===== config.mk =====
export PLATFORM = sky130hd
export DESIGN_NAME = display_arbiter
export DESIGN_NICKNAME = d
export VERILOG_FILES = /design/src/rtl/display_pkg.sv /design/src/rtl/rr_picker.sv /design/src/rtl/display_arbiter.sv
export SDC_FILE = /design/constraint.sdc
export NUM_CORES = 1
export LEC_CHECK = 0
export ABC_AREA = 1
export CORE_ASPECT_RATIO = 0.6
export CORE_MARGIN = 2
export CORE_UTILIZATION = 50
export CTS_CLUSTER_DIAMETER = 60
export DETAILED_ROUTE_END_ITERATION = 12
export MAX_ROUTING_LAYER = met4
export PLACE_DENSITY = 0.78
export SYNTH_ARGS = -nofsm -noshare
export SYNTH_HDL_FRONTEND = slang
export SYNTH_HIERARCHICAL = 1
export SYNTH_SLANG_ARGS = --single-unit

===== constraint.sdc =====
create_clock -name clk -period 3.7 [get_ports clk]
set_input_delay 0.37 -clock clk [delete_from_list [all_inputs] [get_ports clk]]
set_output_delay 0.37 -clock clk [all_outputs]
set_load 0.02 [all_outputs]

===== src/rtl/display_pkg.sv =====
// Shared types and constants for the display arbiter slice.
// The state enum is used by display_arbiter; the constants describe display_unit's interface.
package display_pkg;

    typedef enum logic [1:0] {
        ST_IDLE,
        ST_SHOW,
        ST_GAP
    } state_t;

    localparam int         VALUE_W = 8;
    localparam logic [7:0] COM_OFF = 8'hFF;

endpackage


===== src/rtl/rr_picker.sv =====
// Combinational round-robin picker: finds the first asserted request
// starting at rr_ptr and wrapping modulo NUM_REQ.
module rr_picker #(
    parameter int NUM_REQ = 4,
    parameter int ID_W    = $clog2(NUM_REQ)
) (
    input  logic [NUM_REQ-1:0] req,
    input  logic [ID_W-1:0]    rr_ptr,
    output logic               any,
    output logic [ID_W-1:0]    win_id
);

    logic            found;
    logic [ID_W-1:0] idx;

    always_comb begin
        any    = |req;
        win_id = '0;
        found  = 1'b0;
        idx    = '0;
        for (int k = 0; k < NUM_REQ; k++) begin
            idx = ID_W'((int'(rr_ptr) + k) % NUM_REQ);
            if (!found && req[idx]) begin
                win_id = idx;
                found  = 1'b1;
            end
        end
    end

endmodule


===== src/rtl/display_arbiter.sv =====
// Round-robin owner of the shared 7-segment display with a minimum hold
// time per owner and a blanking gap between owners. All outputs registered.
module display_arbiter
    import display_pkg::*;
#(
    parameter int NUM_REQ     = 4,
    parameter int HOLD_CYCLES = 1000,
    parameter int GAP_CYCLES  = 4,
    parameter int CNT_W       = 16,
    parameter int ID_W        = $clog2(NUM_REQ)
) (
    input  logic                     clk,
    input  logic                     rst,
    input  logic [NUM_REQ-1:0]       req,
    input  logic [VALUE_W*NUM_REQ-1:0] req_value,
    output logic [NUM_REQ-1:0]       grant,
    output logic                     busy,
    output logic [ID_W-1:0]          owner_id,
    output logic                     disp_enable,
    output logic [VALUE_W-1:0]       disp_value
);

    state_t               state, state_nx;
    logic [CNT_W-1:0]     cnt, cnt_nx;
    logic [ID_W-1:0]      rr_ptr, rr_ptr_nx;
    logic [NUM_REQ-1:0]   grant_nx;
    logic                 busy_nx;
    logic [ID_W-1:0]      owner_nx;
    logic                 en_nx;
    logic [VALUE_W-1:0]   value_nx;

    logic                 pick_any;
    logic [ID_W-1:0]      pick_id;
    logic [VALUE_W-1:0]   vals [NUM_REQ];
    logic [NUM_REQ-1:0]   owner_mask;
    logic                 owner_req;
    logic                 others_req;

    rr_picker #(
        .NUM_REQ (NUM_REQ),
        .ID_W    (ID_W)
    ) u_picker (
        .req    (req),
        .rr_ptr (rr_ptr),
        .any    (pick_any),
        .win_id (pick_id)
    );

    for (genvar g = 0; g < NUM_REQ; g++) begin : g_vals
        assign vals[g] = req_value[g*VALUE_W +: VALUE_W];
    end

    assign owner_mask = NUM_REQ'(1) << owner_id;
    assign owner_req  = req[owner_id];
    assign others_req = |(req & ~owner_mask);

    always_comb begin
        state_nx  = state;
        cnt_nx    = cnt;
        rr_ptr_nx = rr_ptr;
        grant_nx  = grant;
        busy_nx   = busy;
        owner_nx  = owner_id;
        en_nx     = disp_enable;
        value_nx  = disp_value;

        case (state)
            ST_IDLE: begin
                if (pick_any) begin
                    state_nx  = ST_SHOW;
                    grant_nx  = NUM_REQ'(1) << pick_id;
                    owner_nx  = pick_id;
                    rr_ptr_nx = ID_W'((int'(pick_id) + 1) % NUM_REQ);
                    cnt_nx    = CNT_W'(HOLD_CYCLES - 1);
                    en_nx     = 1'b1;
                    busy_nx   = 1'b1;
                    value_nx  = '0;
                end
            end
            ST_SHOW: begin
                // Early release wins over everything; preemption only once the hold has expired.
                if (!owner_req || (cnt == '0 && others_req)) begin
                    state_nx = ST_GAP;
                    grant_nx = '0;
                    en_nx    = 1'b0;
                    value_nx = '0;
                    cnt_nx   = CNT_W'(GAP_CYCLES - 1);
                    busy_nx  = 1'b1;
                end else begin
                    value_nx = vals[owner_id];
                    if (cnt != '0) begin
                        cnt_nx = cnt - 1'b1;
                    end
                end
            end
            ST_GAP: begin
                if (cnt == '0) begin
                    state_nx = ST_IDLE;
                    busy_nx  = 1'b0;
                end else begin
                    cnt_nx = cnt - 1'b1;
                end
            end
            default: begin
                state_nx = ST_IDLE;
                grant_nx = '0;
                en_nx    = 1'b0;
                value_nx = '0;
                busy_nx  = 1'b0;
            end
        endcase
    end

    always_ff @(posedge clk) begin
        if (rst) begin
            state       <= ST_IDLE;
            cnt         <= '0;
            rr_ptr      <= '0;
            grant       <= '0;
            busy        <= 1'b0;
            owner_id    <= '0;
            disp_enable <= 1'b0;
            disp_value  <= '0;
        end else begin
            state       <= state_nx;
            cnt         <= cnt_nx;
            rr_ptr      <= rr_ptr_nx;
            grant       <= grant_nx;
            busy        <= busy_nx;
            owner_id    <= owner_nx;
            disp_enable <= en_nx;
            disp_value  <= value_nx;
        end
    end

endmodule


# After elaboration in Yosys (flattened, before gate mapping)
# Index checks and enable logic that the tools add are counted.
[classes]
n_addsub = 5
order_cmp = 6
n_eq_ne = 7
shifts = 2
muxes = 41
n_bitwise = 4
reduce_logical = 20
[ops]
columns = ["cell", "count"]
rows = [
  ["2-to-1 mux 16 bit", 4],
  ["one-hot mux 16 bit (3 select lines)", 1],
  ["2-to-1 mux 8 bit", 4],
  ["one-hot mux 8 bit (3 select lines)", 1],
  ["binary-select mux 8 bit (select 2 bit)", 1],
  ["zero test 16 bit", 1],
  ["nonzero test 16 bit", 1],
  ["subtractor 16 x 1 -> 16 bit, second input constant", 1],
  ["less-than comparator 2 x 3 -> 1 bit, second input constant", 5],
  ["2-to-1 mux 2 bit", 7],
  ["2-to-1 mux 1 bit", 12],
  ["one-hot mux 4 bit (3 select lines)", 1],
  ["binary-select mux 1 bit (select 2 bit)", 5],
  ["2-to-1 mux 4 bit", 2],
  ["!= test 2 bit, second input constant", 4],
  ["OR reduction 4 bit", 2],
  ["<< shifter 1 x 2 -> 4 bit, first input constant", 2],
  ["one-hot mux 1 bit (3 select lines)", 2],
  ["one-hot mux 2 bit (3 select lines)", 1],
  ["AND reduction 3 bit", 2],
  ["adder 2 x 1 -> 2 bit, second input constant", 2],
  ["adder 2 bit, second input constant", 2],
  ["bitwise AND 4 bit", 1],
  ["logical AND 1 bit", 4],
  ["other kinds (13)", 17],
]
[totals]
reg_bits = 36
inputBits = 38
output_inout_bits = 16

# Logic depth before layout (Yosys ltp)
# Gate-level depths: netlist of the first run.
[logic_depth]
ltp_word = 15
depth_mapped = 15
depth_no_buf = 14

# Modules after synthesis
# The synthesis of the first run kept the hierarchy.
[modules_own_cells]
columns = ["mod", "n_inst", "cells_per_inst", "area_per_inst_um2"]
rows = [
  ["display_arbiter", 1, 364, 2384.8],
  ["rr_picker", 1, 53, 269.0],
]

# Least setup slack after synthesis of the first run
# Ideal clock, no wire load.
[synth_timing]
path_kind = "register -> register"
from = "reg state[0]"
to = "reg grant[1]"
setup_ns = 0.132
arrival_time_ns = 1.656
required_ns = 3.568
setup_slack_ns = 1.911
path_stages_with_launch = 13
n_path_buf = 2
path_cell_list = "dfxtp_1 > inv_1 > ha_1 > buf_2 > inv_1 > or2_2 > nand2_2 > inv_1 > nand2_2 > inv_2 > buf_6 > nand3_1 > a21oi_1"
[synth_between]
elab_chain_cells = 3
word_cells_on_any_way = 8
cone_classes = "4 x eq/ne; 1 x mux; 1 x bitwise; 2 x reduce/logical"
[synth_lines]
columns = ["item", "line", "text"]
rows = [
  ["start, declared", "display_arbiter.sv:23", "state_t state, state_nx;"],
  ["start signal, assigned", "display_arbiter.sv:125", "state <= state_nx;"],
  ["equality test 2 x 1 -> 1 bit (tied with other cells)", "display_arbiter.sv:67", "case (state)"],
  ["!= test 2 bit (no line) or inverter 1 bit (tied branches)", "--", ""],
  ["AND reduction 3 bit (no line)", "--", ""],
  ["end signal, assigned", "display_arbiter.sv:128", "grant <= grant_nx;"],
  ["end, declared", "display_arbiter.sv:16", "output logic [NUM_REQ-1:0] grant,"],
]
# Several ways; a longest one is shown, not always the timed one.
# A chain may end at the register's enable or synchronous reset.

# Final worst setup path of the first run
[layout_timing]
from = "reg owner_id[1]"
to = "reg cnt[12]"
[layout_between]
elab_chain_cells = 8
word_cells_on_any_way = 13
cone_classes = "1 x eq/ne; 1 x shift; 4 x mux; 2 x bitwise; 5 x reduce/logical"
[layout_lines]
columns = ["item", "line", "text"]
rows = [
  ["start, declared", "display_arbiter.sv:18", "output logic [ID_W-1:0] owner_id,"],
  ["start signal, assigned", "display_arbiter.sv:130", "owner_id <= owner_nx;"],
  ["<< shifter 1 x 2 -> 4 bit", "display_arbiter.sv:53", "assign owner_mask = NUM_REQ'(1) << owner_id;"],
  ["inverter 4 bit", "display_arbiter.sv:55", "assign others_req = |(req & ~owner_mask);"],
  ["bitwise AND 4 bit", "display_arbiter.sv:55", ""],
  ["OR reduction 4 bit", "display_arbiter.sv:55", ""],
  ["logical AND 1 bit", "display_arbiter.sv:82", "if (!owner_req || (cnt == '0 && others_req)) begin"],
  ["logical OR 1 bit *", "display_arbiter.sv:82", ""],
  ["!= test 3 bit (no line) or 2-to-1 mux 16 bit (tied branches)", "--", ""],
  ["AND reduction 4 bit (no line) or one-hot mux 16 bit (3 select lines) (tied branches)", "--", ""],
  ["end signal, assigned", "display_arbiter.sv:126", "cnt <= cnt_nx;"],
  ["end, declared", "display_arbiter.sv:24", "logic [CNT_W-1:0] cnt, cnt_nx;"],
]
# Mark *: on every way between the ends. The rest lies on a longest branch, timed or not. The select of a mux whose other input is x is not followed.

==> results of run 1 <==
[per-stage QoR]
step                      total power, mW  instances  utilization, %  hold slack, ns  cell area [um^2]
after floorplan                      1.74        417               -           0.478              2650
after global placement               2.05        521            62.2           0.455              3160
after detailed placement             2.08        521            62.2           0.461              3160
after CTS                            2.38        529            64.0           0.471              3250
after global routing                 2.61        529            64.0           0.482              3250
final                                2.40        529            64.0           0.469              3250
[worst max-delay path, delay by kind of cell, from the launching register on]
kind	cells	cell delay (ns)
flops	1	0.93
buf+inv	2	0.32
simple gates	7	1.06
[flip-flops by register name, summed over array words and instances, names as in the netlist]
register	count
disp_enable	1
busy	1
rr_ptr	2
state	2
cnt	16
owner_id	2
disp_value	8
grant	4
[metal layers]
| metal | wire length, um | vias up | track usage [%] |
|---|---|---|---|
| met2 | 2720 | 114 | 36.7 |
| met1 | 3690 | 1199 | 37.0 |
| li1 | - | 1421 | - |
| met3 | 495 | 5 | 5.07 |
| met4 | 25 | 0 | 3.97 |
| met5 | 0 | - | - |
[placed cells by master, fill, tap and decap left out, types with 2 or more instances in the layout]
| cell type | instances |
|---|---|
| inv_2 | 10 |
| nand3_2 | 2 |
| clkdlybuf4s50_1 | 53 |
| clkbuf_8 | 6 |
| nor2_4 | 2 |
| xor2_1 | 10 |
| ha_1 | 9 |
| o21ai_0 | 14 |
| nor2_1 | 50 |
| nand4_4 | 2 |
| dfxtp_1 | 36 |
| inv_1 | 39 |
| nand4_1 | 2 |
| clkbuf_1 | 2 |
| nor3_1 | 2 |
| o211ai_1 | 2 |
| nand3_1 | 42 |
| a41o_1 | 8 |
| nand2_2 | 14 |
| o21ai_1 | 2 |
| nor2_2 | 3 |
| nand3b_1 | 2 |
| a21oi_1 | 31 |
| nand2_1 | 114 |
[cells in the mapped netlist (all sizes together)]
cell    number
a21oi       31
a31oi        1
a41o         8
buf         11
clkbuf       4
dfxtp       36
ha           9
inv         50
nand2      129
nand3       45
nand3b       2
nand4        4
nor2        55
nor3         2
o211ai       2
o21a         1
o21ai       16
or2          1
xor2        10
[power by group through the flow]
| stage | registers (mW) | clock network (mW) | logic, mW |
|---|---|---|---|
| 6_report | 0.667 | 0.289 | 1.44 |
| 5_1_grt | 0.685 | 0.307 | 1.61 |
| 4_1_cts | 0.663 | 0.293 | 1.42 |
| 3_5_place_dp | 0.667 | 0 | 1.41 |
| 3_3_place_gp | 0.667 | 0 | 1.38 |
| 2_1_floorplan | 0.663 | 0 | 1.08 |
[cells by family after synthesis]
family | synth area share [%]
buf+inv | 11.3
compound gates | 13.0
xor+xnor | 3.30
fa+ha+maj | 4.24
flops | 27.2
simple gates | 41.1
[how the worst max path moves through the flow]
stage	startpoint	endpoint	slack, ns	depth (start not counted)
floorplan	state[0]$_SDFFE_PP0P_	grant[1]$_SDFFE_PP0P_	1.91	12
global placement	req[0]	grant[1]$_SDFFE_PP0P_	1.36	10
detailed placement	req[0]	grant[1]$_SDFFE_PP0P_	1.28	10
CTS	owner_id[1]$_SDFFE_PP0P_	cnt[12]$_SDFFE_PP0P_	1.35	9
global route	owner_id[1]$_SDFFE_PP0P_	cnt[13]$_SDFFE_PP0P_	1.10	9
finish	owner_id[1]$_SDFFE_PP0P_	cnt[12]$_SDFFE_PP0P_	1.28	9
[final cells by class]
type / instances / area share, %
clock buffers: 8 / 2.77
inverters: 50 / 5.93
multi-input cells: 316 / 50.3
flip-flops and latches: 36 / 22.2
well taps: 66 / 2.54
repair buffers: 53 / 16.3
==> run metrics, run 1 <==
outcome=completed; final hold vios=0; Setup crit start kind=flop; Least-Margin Pin Slew=~0.9 ns; core area=between 5000 and 6000 um^2; worst setup margin=roughly 1.3 ns; share of cells above drive strength 1=under 10%; clk root buf=clkbuf_8; die area=just under 6000 um^2; clock network power share=12.1%; GRT Total Usage=25.3%; VDD IR-drop max=between 0.0002 and 0.0003 V; Syn Nets=464; vias in the first global route=approximately 2500; TritonCTS Sinks=36; synthesized area per cell=about 6.4 um^2; Die X=98.1 um; DR vias/cell=just over 5; Post-DP HPWL=~5.2 mm; pwr dens=737 nW/um^2; max_slew headroom=between 30% and 40%; Synth Register Bits=36; Lkg Pwr=approximately 1.5 nW; Setup crit end kind=flop; Post-CTS Resized=0; footprint of the multi-input gates=approximately 1600 um^2; CTS Hold Bufs=0; largest net degree at the start of global routing=27; Unique masters post-synth=31; critical path type=flop to flop; max-cap violations=0; Period Utilization, post-route=between 60% and 70%; Layout Nets=approximately 500; Flop pwr share=27.8%; reg-to-reg slack, setup=1.28 ns; Post-CTS Setup Bufs=0; R2R cell count=9; area grow syn2layout=22.5%; GPL Wtd Cong=0.953; antenna cells=0; first-pass GRT wire length=approximately 12 mm; RR Endpoint=cnt[12]$_SDFFE_PP0P_; Psw=approximately 1.2 mW; arrival time worst endpoint=2.61 ns; critical path fanouts, max=25; die height=60.4 um; CTS HTree Levels=2; Crit-path slowest cell=dfxtp_1; Net Sw Frac=between 40% and 50%; num ports=between 50 and 60; Seq/Total Area, Yosys=a little over a quarter; maximum clock frequency=413 MHz; HP Class=flop to flop; starting density of the core=a little over half; Iter 0 DRT Violations=183; CTS Buffer Depth=2; Post-Synthesis Cells=~420; CP max stage delay=0.93 ns; initial antenna violation count=0; via count=2739; RSZ-0062 raised after global routing=false; worst slack at placement=roughly 1.3 ns; Synth Cell Area=between 2000 and 3000 um^2; Num CTS Buffers=5; skew final=0.00503 ns; buffers added on ports=between 50 and 60; post-synth top area cell=dfxtp_1; wire length per cell=13.1 um; post-route minimum period=between 2 and 2.5 ns; worst skew pair latency=between 0.2 and 0.3 ns; Hold EP=busy$_SDFFE_PP0P_; synth warn=6; Req. time, crit path=between 3 and 4 ns; Pint=approximately 1.2 mW; r2r startpoint=owner_id[1]$_SDFFE_PP0P_; Gate power share=about 60%; Yosys top cell area share=~27%; Sequential Area=721 um^2; Fillers=between 400 and 500; crit-path cells=nor2_2, nand2_2, nand4_4, nand4_4, nand3_4, inv_2, nand2_1, nand2_1, inv_1; Clock Pin Slew Worst Setup and Hold Paths=~0.07 ns; ranking of synthesized cells by area=dfxtp_1 27%, nand2_1 16%, nand3_1 7.9%; row count=20; number of setup violations in the final report=0; remaining global-route overflow=0; Hold Path Stages=2; setup TNS=0 ns; drt drc=0; min-delay src=busy$_SDFFE_PP0P_; WL final=approximately 6.9 mm; post-route ant nets=0; 1st-pass router iterations=5; max-slew violation count=0; CTS tree=built
Note: power is estimated with default switching activity, not from simulation.
==> inputs of run 2 (changes only) <==
clock period = 2.36 ns   (was 3.7 ns; I/O delays follow)
==> run metrics, run 2 (same netlist as run 1, synthesis figures left out) <==
Least-Margin Pin Slew=0.468 ns (was 0.921 ns); dpl cell area=3220 um^2 (was 3160 um^2); share of cells above drive strength 1=10.8% (was 9.29%); Period Utilization, post-route=86.0% (was 65.4%); core area=5080 um^2 (unchanged); Hold Path Stages=2 (unchanged); buffers added on ports=53 (unchanged); Setup crit end kind=flop (unchanged); CTS tree=built (unchanged); Req. time, crit path=2.54 ns (was 3.89 ns); pwr dens=1150 nW/um^2 (was 737 nW/um^2); WL final=6.90 mm (was 6.93 mm); Lkg Pwr=1.53 nW (was 1.49 nW); HP Class=flop to flop (unchanged); die height=60.4 um (unchanged); Final Total Pwr=3.80 mW (was 2.40 mW); most common cell after layout, fill and taps aside=nand2_1 (unchanged); antenna cells=0 (unchanged); row count=20 (unchanged); starting density of the core=52.2% (unchanged); Fillers=466 (was 480); via count=2846 (was 2739); post-route insts no fill=537 (was 529); max_slew headroom=68.7% (was 38.5%); die area=5930 um^2 (unchanged); worst skew pair latency=0.28 ns (about the same); Clock Pin Slew Worst Setup and Hold Paths=0.07 ns (about the same); post-layout util=65.2% (was 64.0%); max-cap violations=0 (unchanged); clk root buf=clkbuf_8 (unchanged); Post-CTS Setup Bufs=0 (unchanged); GRT Total Usage=24.7% (was 25.3%); worst slack at placement=0.128 ns (was 1.28 ns); DR vias/cell=5.30 (was 5.18); remaining global-route overflow=0 (unchanged); CTS Hold Bufs=0 (unchanged); CTS HTree Levels=2 (unchanged); commonest cells after routing, fill and taps aside=114 x nand2_1, 53 x clkdlybuf4s50_1, 50 x nor2_1, 42 x nand3_1, 39 x inv_1 (unchanged); num ports=54 (unchanged); placed cell count=529 (was 521); drt drc=0 (unchanged); critical path type=flop to flop (unchanged); wire length per cell=12.9 um (was 13.1 um); post-route ant nets=0 (unchanged); worst setup margin=0.330 ns (was 1.28 ns); outcome=completed (unchanged); Iter 0 DRT Violations=284 (was 183); Reg with most FFs=cnt (unchanged); largest net degree at the start of global routing=16 (was 27); Layout Nets=517 (was 509); Post-CTS Resized=0 (unchanged); GPL Wtd Cong=0.884 (was 0.953); Setup crit start kind=flop (unchanged); maximum clock frequency=493 MHz (was 413 MHz); area grow syn2layout=24.8% (was 22.5%); Die X=98.1 um (unchanged); number of setup violations in the final report=0 (unchanged); top flop regs=cnt x16, disp_value x8, grant x4 (unchanged); TritonCTS Sinks=36 (unchanged); skew final=0.00607 ns (was 0.00503 ns); max-slew violation count=0 (unchanged); initial antenna violation count=0 (unchanged); arrival time worst endpoint=2.21 ns (was 2.61 ns); Final Cell Area=3310 um^2 (was 3250 um^2); vias in the first global route=2503 (was 2493); post-route minimum period=2.03 ns (was 2.42 ns); Num CTS Buffers=5 (unchanged); VDD IR-drop max=0.000427 V (was 0.000263 V); R2R cell count=11 (was 9); Post-DP HPWL=5.22 mm (was 5.15 mm); critical path fanouts, max=11 (was 25); CTS Buffer Depth=2 (unchanged); setup TNS=0 ns (unchanged); number of flip-flops in the largest register=16 (unchanged); first-pass GRT wire length=11.4 mm (was 11.7 mm); minimum hold slack=0.466 ns (was 0.469 ns); final hold vios=0 (unchanged); RSZ-0062 raised after global routing=false (unchanged); 1st-pass router iterations=5 (unchanged)
run 2: cell count changes in the layout (fill, tap and decap cells not counted):
| cell | before | now |
|---|---|---|
| buf_4 | 0 | 8 |
run 2: final timing paths:
path | startpoint | end | slack (ns)
setup reg to reg | rr_ptr[0]$_SDFFE_PP0P_ | rr_ptr[1]$_SDFFE_PP0P_ | 0.33
hold reg to reg | busy$_SDFFE_PP0P_ | busy$_SDFFE_PP0P_ | 0.47
setup / recovery | rr_ptr[0]$_SDFFE_PP0P_ | rr_ptr[1]$_SDFFE_PP0P_ | 0.33
hold / removal | busy$_SDFFE_PP0P_ | busy$_SDFFE_PP0P_ | 0.47
run 2: layer usage:
metal / global-route usage [%] / up-vias / part of all wire, %
met4: 4.17 / 0 / 0.74
met3: 5.65 / 9 / 8.6
li1: - / 1439 / -
met1: 35.3 / 1283 / 51
met5: - / - / 0
met2: 36.0 / 115 / 40
run 2: final cells by class:
type	instances	area, um^2	area share [%]
inverter	50	193	5.82
sequential	36	721	21.8
timing repair buffer	61	591	17.8
multi-input combinational	316	1630	49.4
tap	66	82.6	2.49
clock buffer	8	90.1	2.72
run 2: where the power goes:
| part | internal [mW] | total [mW] | switching [mW] |
|---|---|---|---|
| clock | 0.238 | 0.453 | 0.215 |
| sequential | 0.807 | 0.998 | 0.191 |
| combinational | 0.875 | 2.35 | 1.47 |
run 2: critical path: stages, from the launching register on:
cell     delay [ns]
dfxtp_1        0.59
nand2_1        0.15
nand3_1        0.11
nand2_1        0.10
nand2_1        0.09
inv_2          0.05
o21ai_0        0.15
nand2_1        0.12
inv_1          0.12
ha_1           0.23
o21ai_0        0.16
nor2_1         0.05
==> inputs of run 3 (changes only) <==
SKIP_LAST_GASP = 1   (was unset)
==> results of run 3 <==
The final DEF is identical to that of run 2; final timing and power are the same.
